[config.mk]
export PLATFORM = sky130hd
export DESIGN_NAME = bin2bcd_seq
export DESIGN_NICKNAME = d
export VERILOG_FILES = /design/src/rtl/bin2bcd_seq.sv
export SDC_FILE = /design/constraint.sdc
export NUM_CORES = 1
export LEC_CHECK = 0
export ABC_AREA = 1
export CAP_MARGIN = 20
export CORE_MARGIN = 4
export CORE_UTILIZATION = 55
export DETAILED_ROUTE_END_ITERATION = 10
export PLACE_DENSITY = 0.8
export SLEW_MARGIN = 20
export SYNTH_ARGS = -nofsm -noshare
export SYNTH_HDL_FRONTEND = slang
export SYNTH_SLANG_ARGS = --single-unit
[constraint.sdc]
create_clock -name clk -period 3.4 [get_ports clk]
set_clock_uncertainty 0.05 [all_clocks]
set_input_delay 0.34 -clock clk [delete_from_list [all_inputs] [get_ports clk]]
set_output_delay 0.34 -clock clk [all_outputs]
set_load 0.01 [all_outputs]
[src/rtl/bin2bcd_seq.sv]
// Sequential 7-bit binary to 3-digit BCD converter (shift-and-add-3).
// Define BIN2BCD_SEG7_OUT_EN to add active-low 7-segment digit outputs.
module bin2bcd_seq (
    input  logic       clk,
    input  logic       rst,
    input  logic       start,
    input  logic [6:0] bin,
    output logic       busy,
    output logic       done,
    output logic [3:0] bcd_hund,
    output logic [3:0] bcd_tens,
    output logic [3:0] bcd_ones
`ifdef BIN2BCD_SEG7_OUT_EN
    ,
    output logic [6:0] seg_hund,
    output logic [6:0] seg_tens,
    output logic [6:0] seg_ones
`endif
);

    typedef enum logic {IDLE, SHIFT} state_t;

    state_t      state, state_n;
    logic [2:0]  cnt, cnt_n;
    logic [6:0]  sh, sh_n;
    logic [11:0] scr, scr_n, adj;
    logic [18:0] shv;
    logic [3:0]  hund_n, tens_n, ones_n;
    logic        done_n;

    function automatic logic [3:0] add3(input logic [3:0] d);
        return (d >= 4'd5) ? d + 4'd3 : d;
    endfunction

    assign adj  = {add3(scr[11:8]), add3(scr[7:4]), add3(scr[3:0])};
    assign shv  = {adj, sh} << 1;
    assign busy = (state == SHIFT);

    always_comb begin
        state_n = state;
        cnt_n   = cnt;
        sh_n    = sh;
        scr_n   = scr;
        hund_n  = bcd_hund;
        tens_n  = bcd_tens;
        ones_n  = bcd_ones;
        done_n  = 1'b0;
        unique case (state)
            IDLE: begin
                if (start) begin
                    sh_n    = bin;
                    scr_n   = '0;
                    cnt_n   = 3'd7;
                    state_n = SHIFT;
                end
            end
            SHIFT: begin
                scr_n = shv[18:7];
                sh_n  = shv[6:0];
                cnt_n = cnt - 3'd1;
                // cnt==1 means this edge performs the seventh shift
                if (cnt == 3'd1) begin
                    hund_n  = scr_n[11:8];
                    tens_n  = scr_n[7:4];
                    ones_n  = scr_n[3:0];
                    done_n  = 1'b1;
                    state_n = IDLE;
                end
            end
            default: state_n = IDLE;
        endcase
    end

    always_ff @(posedge clk or posedge rst) begin
        if (rst) begin
            state    <= IDLE;
            cnt      <= '0;
            sh       <= '0;
            scr      <= '0;
            bcd_hund <= '0;
            bcd_tens <= '0;
            bcd_ones <= '0;
            done     <= 1'b0;
        end else begin
            state    <= state_n;
            cnt      <= cnt_n;
            sh       <= sh_n;
            scr      <= scr_n;
            bcd_hund <= hund_n;
            bcd_tens <= tens_n;
            bcd_ones <= ones_n;
            done     <= done_n;
        end
    end

`ifdef BIN2BCD_SEG7_OUT_EN
    // Bit order {g,f,e,d,c,b,a}, active-low; non-decimal codes blank
    function automatic logic [6:0] seg7(input logic [3:0] d);
        logic [6:0] s;
        s = 7'b1111111;
        case (d)
            4'd0: s = 7'b1000000;
            4'd1: s = 7'b1111001;
            4'd2: s = 7'b0100100;
            4'd3: s = 7'b0110000;
            4'd4: s = 7'b0011001;
            4'd5: s = 7'b0010010;
            4'd6: s = 7'b0000010;
            4'd7: s = 7'b1111000;
            4'd8: s = 7'b0000000;
            4'd9: s = 7'b0010000;
            default: s = 7'b1111111;
        endcase
        return s;
    endfunction

    assign seg_hund = seg7(bcd_hund);
    assign seg_tens = seg7(bcd_tens);
    assign seg_ones = seg7(bcd_ones);
`endif

endmodule

# Yosys cells after proc, flatten, opt, wreduce, memory -nomap -nowiden
# Index checks and enable logic that the tools add are counted.
dict set report word_totals {
  regBits 36
  latch_bits 0
  ramBits 0
  rom_bits 0
  out_inout_bits 14
  elab_cells 33
  memories 0
}
dict set report op_classes {
  addsub 4
  mul 0
  div_mod_pow 0
  order_cmp 3
  eq_ne 2
  shift 0
  muxes 14
  n_bitwise 1
  reduce_logical 1
}
# operator n
set op_table {}
lappend op_table {{one-hot mux 12 bit (2 select lines)} 1}
lappend op_table {{one-hot mux 7 bit (2 select lines)} 1}
lappend op_table {{greater-or-equal comparator 4 x 3 -> 1 bit (second input constant)} 3}
lappend op_table {{two-way mux 12 bit} 1}
lappend op_table {{adder 4 x 2 -> 4 bit (second input constant)} 2}
lappend op_table {{two-way mux 4 bit} 2}
lappend op_table {{two-way mux 7 bit} 1}
lappend op_table {{two-way mux 3 bit} 2}
lappend op_table {{one-hot mux 3 bit (2 select lines)} 1}
lappend op_table {{two-way mux 1 bit} 4}
lappend op_table {{adder 3 x 2 -> 3 bit (second input constant)} 1}
lappend op_table {{== test 3 x 1 -> 1 bit (second input constant)} 1}
lappend op_table {{subtractor 3 x 1 -> 3 bit (second input constant)} 1}
lappend op_table {{!= test 2 bit (second input constant)} 1}
lappend op_table {{one-hot mux 1 bit (2 select lines)} 1}
lappend op_table {{AND reduction 2 bit} 1}
lappend op_table {{inverter 1 bit} 1}

# Depth between registers and ports, before layout
# Gate-level depths: netlist of the first run.
dict set report depth {
  ltp_word 3
  depth_mapped 9
  mapped_depth_nobuf 9
}

# Worst setup path before layout of the first run
# OpenSTA, ideal clock, no wires.
dict set report synth_path {
  path_kind {reg-to-reg}
  start {reg scr[4]}
  end {reg bcd_tens[2]}
  setup_time_ns 0.117
  t_arrival_ns 1.062
  required_time_ns 3.233
  path_slack_ns 2.170
  path_stages_with_launch 9
  n_path_buf 0
  period_less_slack_ns 1.230
  cell_sequence {dfrtp_1 > inv_1 > ha_1 > inv_1 > nand2_1 > nand3_1 > nand2_1 > nand3_1 > nand2_1}
}
dict set report synth_via {
  elab_chain_cells 2
}
# item line
set synth_rtl {}
lappend synth_rtl {{start: declaration} 26} ;# logic [11:0] scr, scr_n, adj;
lappend synth_rtl {{start signal: assignment} 88} ;# scr <= scr_n;
lappend synth_rtl {{adder 4 x 2 -> 4 bit / greater-or-equal comparator 4 x 3 -> 1 bit (equally long branches)} 32} ;# return (d >= 4'd5) ? d + 4'd3 : d;
lappend synth_rtl {{two-way mux 4 bit (*)} 32}
lappend synth_rtl {{end signal: assignment} 90} ;# bcd_tens <= tens_n;
lappend synth_rtl {{end: declaration} 11} ;# output logic [3:0] bcd_tens,
# Every way passes the cells marked *; elsewhere a longest branch is shown, timed or not.
# A chain may end at the register's enable or synchronous reset.

# Worst setup path after layout of the first run
dict set report layout_path {
  start {reg state, in the netlist busy}
  end {out busy}
}
# item line
set layout_lines {}
lappend layout_lines {{start: declaration} 23} ;# state_t state, state_n;
lappend layout_lines {{start signal: assignment} 85} ;# state <= state_n;
lappend layout_lines {{end: declaration} 8} ;# output logic busy,
# No word-level cell between the ends.

==> impl_metrics.csv, run 1 <==
group,metric,value,unit
clocking,numCtsBuffers,5,
global_route,grt_pass1_wl,6530,um
clocking,clk_latency,0.35,ns
timing,rsz0062_at_grt,"no",
timing,tightest_slew,0.703,ns
yosys,syn_area_per_cell,8.48,sq um
timing,maxSlewViolCount,0,
critical_path,crit_path_max_fanout,21,
critical_path,r2r_end,"bcd_tens[3]$_DFFE_PP0P_",
floorplan,die_area,4070,sq um
detailed_routing,first_pass_iters,4,
timing,finalSetupTns,0,ns
timing,clock.fmax,450,MHz
yosys,synthSimpleGateAreaFrac,27.3,%
yosys,synth_largest_area_cell,"dfrtp_1",
power,peakVddDrop,0.499,mV
yosys,synth.top_cell.area_share,52.6,%
critical_path,crit_chain,"clkdlybuf4s50_1",
critical_path,crit_slowest_cell,"dfrtp_1",
yosys,synthMuxAreaShare,0,%
yosys,yosysMostFrequentCell,"nand2_1",
yosys,synth_top_family_by_area,"simple AND/OR/NAND/NOR gates",
clocking,cts_resized,0,
yosys,synth-edff-count,0,
power,pwr-share-clk,12.6,%
timing,min_period,2.22,ns
power,p_per_area,970,nW/um^2
floorplan,rows,19,
yosys,yosys-top-cells-count,"nand2_1 (75), dfrtp_1 (36), nand3_1 (24), inv_1 (19), o21ai_0 (14)",
yosys,yosysUniqueCellTypes,21,
detailed_routing,drtAntennaViolNets,0,
floorplan,die_height,63.8,um
global_route,grt_overflow,0,
yosys,async_reset_ff_share,100,%
yosys,synth-xor-area-share,0,%
finish,fin_area,2030,sq um
clocking,ctsHtreeMaxLevel,2,
global_route,grt_use_total,20.9,%
yosys,synth_warnings,0,
critical_path,critical_path_required,3.01,ns
hold_path,hp-class,"primary input to async pin",
floorplan,io_pins,24,
detailed_routing,num_vias,1473,
yosys,synth.cell_area,1710,sq um
finish,area_growth,18.3,%
yosys,ys_top_cells_by_area,"dfrtp_1 (53%), nand2_1 (16%), nand3_1 (7.0%)",
critical_path,r2r_cells,4,
detailed_routing,drc,0,
power,power.switching,855,uW
critical_path,critPathCaptureType,"primary output",
clocking,clkSlewWorstSetupHoldPaths,0.12,ns
clocking,cts_setup_buffers,0,
power,pwr-share-comb,47.4,%
yosys,synth_fa_ha_area_share,5.84,%
clocking,clock-sinks,36,
critical_path,start_kind,"register",
timing,hold_violations,0,
run_status,status,"finished, final reports clean",
timing,hold_slack,0.338,ns
critical_path,r2r_slack,1.59,ns
detailed_routing,drtIter0Drc,89,
critical_path,path_class,"register to primary output",
yosys,synth_compound_area_share,7.38,%
timing,fin_crit_sh,65.4,%
detailed_routing,wirelength,3700,um
critical_path,slowest_delay,0.81,ns
placed_design,hpwlAfterDp,2630,um
detailed_routing,vias_per_cell,5.44,
clocking,cts_buffer_depth,2,
critical_path,crit_arrival,1.83,ns
clocking,hold_buffers,0,
timing,setup_viol,0,
timing,slew_headroom,53.2,%
clocking,root_buffer,"clkbuf_4",
placed_design,placed_area,1960,sq um
power,p_int,1110,uW
critical_path,reg2reg_from,"busy$_DFF_PP0_",
finish,fin_nets,246,
global_route,grt_max_degree,37,
floorplan,die_w,63.8,um
finish,post_route_cells_drive_above_1_share,6.99,%
timing,setup_slack,1.18,ns
floorplan,core_area,2880,sq um
yosys,netlist_instances,202,
placed_design,post-place-ws,1.57,ns
critical_path,path_buf_inv,1,
finish,antenna_cells,0,
yosys,ys_ff_latch,36,
power,leakage,0.00103,uW
yosys,yosys_most_used_dff,"dfrtp_1",
job,max_cap_violations,0,
yosys,synth_nets,220,
global_route,antenna_found_initial,0,
clocking,cts_tree,"yes",
power,swShare,43.6,%
placed_design,gp_congestion,0.852,
yosys,synth-seq-area-share,52.6,%
detailed_routing,wl_per_cell,13.6,um
global_route,grt_pass1_vias,1503,
power,p_seq_share,40.0,%
critical_path,critical-path-top-delay-family,"flip-flops",
finish,fillers,240,
placed_design,port_buffers,23,
floorplan,initial_core_util,59.5,%
-- kinds of logic (layout without fill, tap and decap cells) --
group / count (synthesis) / in the layout
simple gates: 110 / 110
flops: 36 / 36
buf+inv: 26 / 53
compound gates: 22 / 22
fa+ha+maj: 8 / 8
-- layer usage --
layer,vias up,global-route usage (%),share of wire [%]
met2,56,35.4,52
met1,707,24.2,40
met3,7,6.83,6.4
li1,703,-,-
met4,0,9.16,1.9
met5,-,0,0
-- cell usage in the layout (no fill, tap or decap), drive strengths merged, types with 2 or more instances in the layout --
| cell | count |
|---|---|
| nor2 | 5 |
| clkinv | 2 |
| nand3 | 24 |
| nand2 | 77 |
| o21ai | 16 |
| inv | 21 |
| clkdlybuf4s50 | 23 |
| ha | 8 |
| clkbuf | 6 |
| o22ai | 3 |
| nand4 | 4 |
| dfrtp | 36 |
-- tightest hold or removal path: cells and delay by family --
kind / cells / cell delay (ns)
buffers and inverters: 3 / 0.84
-- sequential cells by signal (all words and copies together), names as in the netlist --
signal and flops:
bcd_hund 4, bcd_ones 4, bcd_tens 4, busy 1, cnt 3, done 1, scr 12, sh 7
-- worst max-delay path by stage --
stage	from	to	slack (ns)	cells past startpoint
global route	busy$_DFF_PP0_	busy	1.07	1
global placement	busy$_DFF_PP0_	busy	1.60	1
floorplan	scr[4]$_DFFE_PP0P_	bcd_tens[2]$_DFFE_PP0P_	2.17	8
CTS	busy$_DFF_PP0_	busy	1.18	1
detailed placement	busy$_DFF_PP0_	busy	1.57	1
finish	busy$_DFF_PP0_	busy	1.18	1
-- area by class of cell --
cell class	count	area [sq um]	share of cell area, %
timing repair buffer	24	238	11.7
sequential	36	901	44.5
clock inverter	2	10.0	0.494
inverter	21	78.8	3.89
multi-input combinational	140	694	34.3
clock buffer	6	51.3	2.53
tap	42	52.6	2.59
-- per-stage QoR --
| step | instances | util (%) | power [uW] |
|---|---|---|---|
| 2_1_floorplan | 202 | - | 1400 |
| 3_3_place_gp | 263 | 68.3 | 1640 |
| 3_5_place_dp | 263 | 68.3 | 1720 |
| 4_1_cts | 271 | 70.4 | 1970 |
| 5_1_grt | 271 | 70.4 | 2160 |
| 6_report | 271 | 70.4 | 1960 |
-- power groups by stage --
stage / logic, uW / clock network [uW] / registers (uW)
after floorplan: 626 / 0 / 771
after detailed placement: 930 / 0 / 792
final: 932 / 247 / 785
after CTS: 934 / 253 / 782
after global routing: 1060 / 280 / 810
after global placement: 865 / 0 / 777
Power figures use the tool's default switching activity.
==> run 2: changes to the inputs <==
CORE_UTILIZATION = 53   (was 55)
PLACE_DENSITY = 0.78   (was 0.8)
clock period = 2.25 ns   (was 3.4 ns; I/O delays follow)
==> run 2 against run 1 <==
Net effect:
- sequential cell count stayed put
- clock power increased by 49%
- cell count rose by 1.1%
- clock-buffer cell count is 2 higher
- utilization fell by 4.4 points
- wire length down 10%
- setup slack got worse by 0.77 ns
- sequential share of layout area fell by 0.16 points
- largest cell class unchanged
- first-iteration DRC count shrank 10%
- global-route usage down 2.9 points
- sequential power up 46%
==> impl_metrics.csv, run 2 (same netlist as run 1, synthesis figures left out) <==
group,metric,value,unit
finish,fillers,253,
critical_path,critical-path-top-delay-family,"buffers and inverters",
clocking,numCtsBuffers,5,
timing,min_period,1.84,ns
floorplan,core_area,3080,sq um
detailed_routing,first_pass_iters,4,
finish,fin_util,66.1,%
power,p_seq_share,39.1,%
finish,layout_common_cells,"nand2_1 (75), dfrtp_1 (36), nand3_1 (24)",
critical_path,critical_path_required,1.98,ns
critical_path,start_kind,"register",
floorplan,die_area,4210,sq um
power,power.switching,1250,uW
global_route,grt_pass1_vias,1280,
clocking,hold_buffers,0,
timing,setup_viol,0,
clocking,cts_buffer_depth,2,
timing,hold_slack,0.217,ns
timing,finalSetupTns,0,ns
detailed_routing,drc,0,
global_route,grt_max_degree,37,
floorplan,die_height,64.9,um
critical_path,r2r_slack,0.78,ns
power,pwr-share-clk,12.5,%
timing,rsz0062_at_grt,"no",
finish,fin_area,2030,sq um
critical_path,critPathCaptureType,"primary output",
global_route,met2_usage,27.3,%
job,max_cap_violations,0,
global_route,use_met3,3.99,%
placed_design,hpwlAfterDp,2300,um
clocking,clkSlewWorstSetupHoldPaths,0.10,ns
hold_path,hp-class,"primary input to async pin",
power,swShare,42.5,%
finish,layout_commonest_cell,"nand2_1",
global_route,grt_pass1_wl,5750,um
finish,largestRegisters,"scr: 12 flops, sh: 7 flops",
placed_design,placed_area,1970,sq um
finish,regMostFlops,"scr",
timing,maxSlewViolCount,0,
detailed_routing,drtAntennaViolNets,0,
finish,largest_register_ffs,12,
clocking,cts_resized,0,
detailed_routing,wirelength,3310,um
clocking,clock-sinks,36,
critical_path,crit_slowest_cell,"clkdlybuf4s50_1",
detailed_routing,drtIter0Drc,80,
critical_path,path_class,"register to primary output",
timing,tightest_slew,0.444,ns
global_route,grt_overflow,0,
floorplan,initial_core_util,55.7,%
power,leakage,0.00102,uW
global_route,grt_use_total,18.0,%
critical_path,path_buf_inv,1,
timing,fin_crit_sh,81.8,%
floorplan,io_pins,24,
finish,area_growth,18.7,%
detailed_routing,vias_per_cell,5.12,
critical_path,crit_path_max_fanout,12,
global_route,grtUsageMet1,24.3,%
global_route,antenna_found_initial,0,
critical_path,crit_arrival,1.56,ns
timing,clock.fmax,544,MHz
finish,antenna_cells,0,
power,peakVddDrop,0.626,mV
timing,setup_slack,0.410,ns
power,pwr-share-comb,48.4,%
finish,post_route_cells_drive_above_1_share,6.52,%
timing,slew_headroom,70.4,%
critical_path,crit_chain,"clkdlybuf4s50_1",
timing,hold_violations,0,
run_status,status,"finished, final reports clean",
clocking,cts_tree,"yes",
clocking,ctsHtreeMaxLevel,2,
clocking,cts_setup_buffers,0,
floorplan,rows,20,
floorplan,die_w,64.9,um
placed_design,gp_congestion,0.864,
power,p_int,1690,uW
clocking,clk_latency,0.35,ns
detailed_routing,num_vias,1404,
global_route,top_usage_layer,"met2",
finish,fin_nets,247,
placed_design,post-place-ws,0.770,ns
detailed_routing,wl_per_cell,12.1,um
placed_design,port_buffers,23,
clocking,root_buffer,"clkbuf_4",
power,p_per_area,1450,nW/um^2
critical_path,slowest_delay,0.61,ns
run 2: path summary, 6_finish.rpt:
kind / cells after the start / end / startpoint
setup reg to reg: 4 / sh[0]$_DFFE_PP0P_ / busy$_DFF_PP0_
hold reg to reg: 2 / bcd_hund[0]$_DFFE_PP0P_ / bcd_hund[0]$_DFFE_PP0P_
max in group asynchronous: 3 / bcd_ones[3]$_DFFE_PP0P_ / rst
min in group clk: 3 / sh[1]$_DFFE_PP0P_ / bin[1]
hold / removal: 3 / scr[6]$_DFFE_PP0P_ / rst
setup / recovery: 1 / busy / busy$_DFF_PP0_
run 2: power by group through the flow:
stage,Combinational [uW],Clock (uW),Sequential (uW)
finish,1430,368,1150
global route,1640,405,1190
detailed placement,1420,0,1170
CTS,1430,374,1150
floorplan,945,0,1160
global placement,1370,0,1160
run 2: metrics by stage:
| stage | power (uW) | cells |
|---|---|---|
| finish | 2950 | 274 |
| global route | 3240 | 274 |
| CTS | 2960 | 274 |
| detailed placement | 2590 | 266 |
| global placement | 2530 | 266 |
| floorplan | 2110 | 202 |
run 2: layout make-up:
type | instances | area, sq um | area share [%]
clock buffers | 8 | 58.8 | 2.89
multi-input cells | 140 | 694 | 34.2
inverters | 21 | 78.8 | 3.88
repair buffers | 25 | 245 | 12.1
flip-flops and latches | 36 | 901 | 44.3
well taps | 44 | 55.1 | 2.71
run 2: metal layers:
layer	wire, um	up-vias
met3	259	6
met5	0	-
li1	-	709
met1	1480	638
met4	45	0
met2	1530	51
==> run 3: changes to the inputs <==
clock period = 1.9 ns   (was 2.25 ns; I/O delays follow)
==> run 3 against run 2 <==
Net effect:
- combinational power increased by 17%
- sequential cell count did not move
- non-clock buffer count stayed put
- worst hold slack lost 0.044 ns
- final area up 0.86%
- largest cell class unchanged
- sequential share of layout area down 0.38 points
- via count down 0.50%
- largest power group unchanged
- sequential power is 18% higher
- cell count unchanged
- clock-buffer cell count fell by 2
- critical path depth unchanged
==> impl_metrics.csv, run 3 (same netlist as run 1, synthesis figures left out) <==
group,metric,value,unit
critical_path,slowest_delay,0.60,ns
detailed_routing,wl_per_cell,12.1,um
clocking,root_buffer,"clkbuf_4",
power,peakVddDrop,0.671,mV
finish,largest_register_ffs,12,
finish,antenna_cells,0,
detailed_routing,drc,0,
finish,layout_commonest_cell,"nand2_1",
power,leakage,0.00103,uW
power,power.switching,1470,uW
global_route,grt_use_total,19.0,%
placed_design,gp_congestion,0.797,
detailed_routing,drtAntennaViolNets,0,
detailed_routing,met2WireLength,1530,um
power,pwr-share-clk,15.1,%
power,p_per_area,1740,nW/um^2
global_route,grt_max_degree,37,
finish,post_route_cells_drive_above_1_share,6.96,%
placed_design,hpwlAfterDp,2330,um
placed_design,post-place-ws,0.458,ns
floorplan,core_area,3080,sq um
floorplan,die_w,64.9,um
power,pwr-share-comb,46.7,%
global_route,grt_overflow,0,
detailed_routing,top_layer,"met4",
critical_path,critPathCaptureType,"primary output",
global_route,antenna_found_initial,0,
detailed_routing,wirelength,3310,um
floorplan,rows,20,
critical_path,crit_arrival,1.48,ns
clocking,cts_setup_buffers,0,
finish,fin_nets,247,
timing,tightest_slew,0.439,ns
global_route,grt_pass1_wl,6040,um
detailed_routing,wl_met1,1500,um
timing,hold_violations,0,
critical_path,path_class,"register to primary output",
detailed_routing,first_pass_iters,4,
detailed_routing,num_vias,1397,
global_route,grt_pass1_vias,1312,
clocking,clock-sinks,36,
clocking,clkSlewWorstSetupHoldPaths,0.11,ns
finish,fillers,259,
timing,min_period,1.72,ns
critical_path,start_kind,"register",
clocking,cts_tree,"yes",
placed_design,port_buffers,23,
critical_path,critical_path_required,1.66,ns
timing,slew_headroom,70.7,%
critical_path,crit_path_max_fanout,9,
finish,regMostFlops,"scr",
timing,clock.fmax,582,MHz
timing,maxSlewViolCount,0,
power,swShare,41.3,%
clocking,cts_buffer_depth,2,
clocking,cts_resized,0,
timing,fin_crit_sh,90.5,%
clocking,numCtsBuffers,5,
placed_design,placed_cells,266,
finish,layout_common_cells,"nand2_1 (75), dfrtp_1 (36), nand3_1 (24)",
job,max_cap_violations,0,
hold_path,hp-class,"primary input to async pin",
power,p_int,2090,uW
timing,setup_slack,0.181,ns
timing,finalSetupTns,0,ns
critical_path,crit_slowest_cell,"clkdlybuf4s50_1",
timing,setup_viol,0,
detailed_routing,drtIter0Drc,78,
timing,rsz0062_at_grt,"no",
floorplan,die_area,4210,sq um
critical_path,critical-path-top-delay-family,"buffers and inverters",
power,p_seq_share,38.2,%
clocking,hold_buffers,0,
clocking,ctsHtreeMaxLevel,2,
floorplan,initial_core_util,55.7,%
floorplan,io_pins,24,
critical_path,crit_chain,"clkdlybuf4s50_1",
run_status,status,"finished, final reports clean",
finish,area_growth,19.7,%
critical_path,path_buf_inv,1,
finish,largestRegisters,"scr: 12 flops, sh: 7 flops",
detailed_routing,vias_per_cell,5.10,
clocking,clk_latency,0.35,ns
detailed_routing,met3_length,185,um
floorplan,die_height,64.9,um
finish,instances_no_fill,274,
run 3: cell types whose count changed in the layout (fill, tap and decap cells not counted):
cell / before / now
clkinv_2: 0 / 1
bufinv_16: 0 / 1
clkbuf_8: 1 / 0
clkbuf_1: 2 / 1
run 3: stage by stage:
| stage | total power, uW | utilization, % | cell area (sq um) | hold slack, ns |
|---|---|---|---|---|
| after floorplan | 2500 | - | 1710 | 0.273 |
| after global placement | 3000 | 64.1 | 1970 | 0.416 |
| after detailed placement | 3050 | 64.1 | 1970 | 0.420 |
| after CTS | 3600 | 66.6 | 2050 | 0.178 |
| after global routing | 3960 | 66.6 | 2050 | 0.207 |
| final | 3560 | 66.6 | 2050 | 0.173 |
run 3: area by class of cell:
type	instances	area, sq um	area share, %
Sequential cell	36	901	43.9
Multi-Input combinational cell	140	694	33.9
Timing Repair Buffer	25	245	12.0
Inverter	21	78.8	3.84
Tap cell	44	55.1	2.68
Clock buffer	6	41.3	2.01
Clock inverter	2	35.0	1.71
run 3: final timing paths:
path                                          from                 endpoint  slack, ns  depth (start not counted)
hold / removal                                 rst       scr[6]$_DFFE_PP0P_       0.17                          3
setup reg to reg                cnt[1]$_DFFE_PP0P_  bcd_tens[3]$_DFFE_PP0P_       0.46                          7
hold reg to reg            bcd_hund[0]$_DFFE_PP0P_  bcd_hund[0]$_DFFE_PP0P_       0.44                          2
setup / recovery                    busy$_DFF_PP0_                     busy       0.18                          1
min in group clk                            bin[3]        sh[3]$_DFFE_PP0P_       0.35                          3
max in group asynchronous                      rst        sh[5]$_DFFE_PP0P_       1.32                          3
run 3: per-layer routing:
metal,GRT usage [%],vias up
li1,-,703
met1,23.3,648
met2,30.1,36
met3,6.07,10
met4,9.23,0
met5,0,-
run 3: power groups by stage:
stage | clock [uW] | sequential [uW] | combinational (uW)
2_1_floorplan | 0 | 1380 | 1120
6_report | 539 | 1360 | 1670
3_3_place_gp | 0 | 1370 | 1630
3_5_place_dp | 0 | 1380 | 1660
5_1_grt | 601 | 1420 | 1930
4_1_cts | 554 | 1360 | 1680
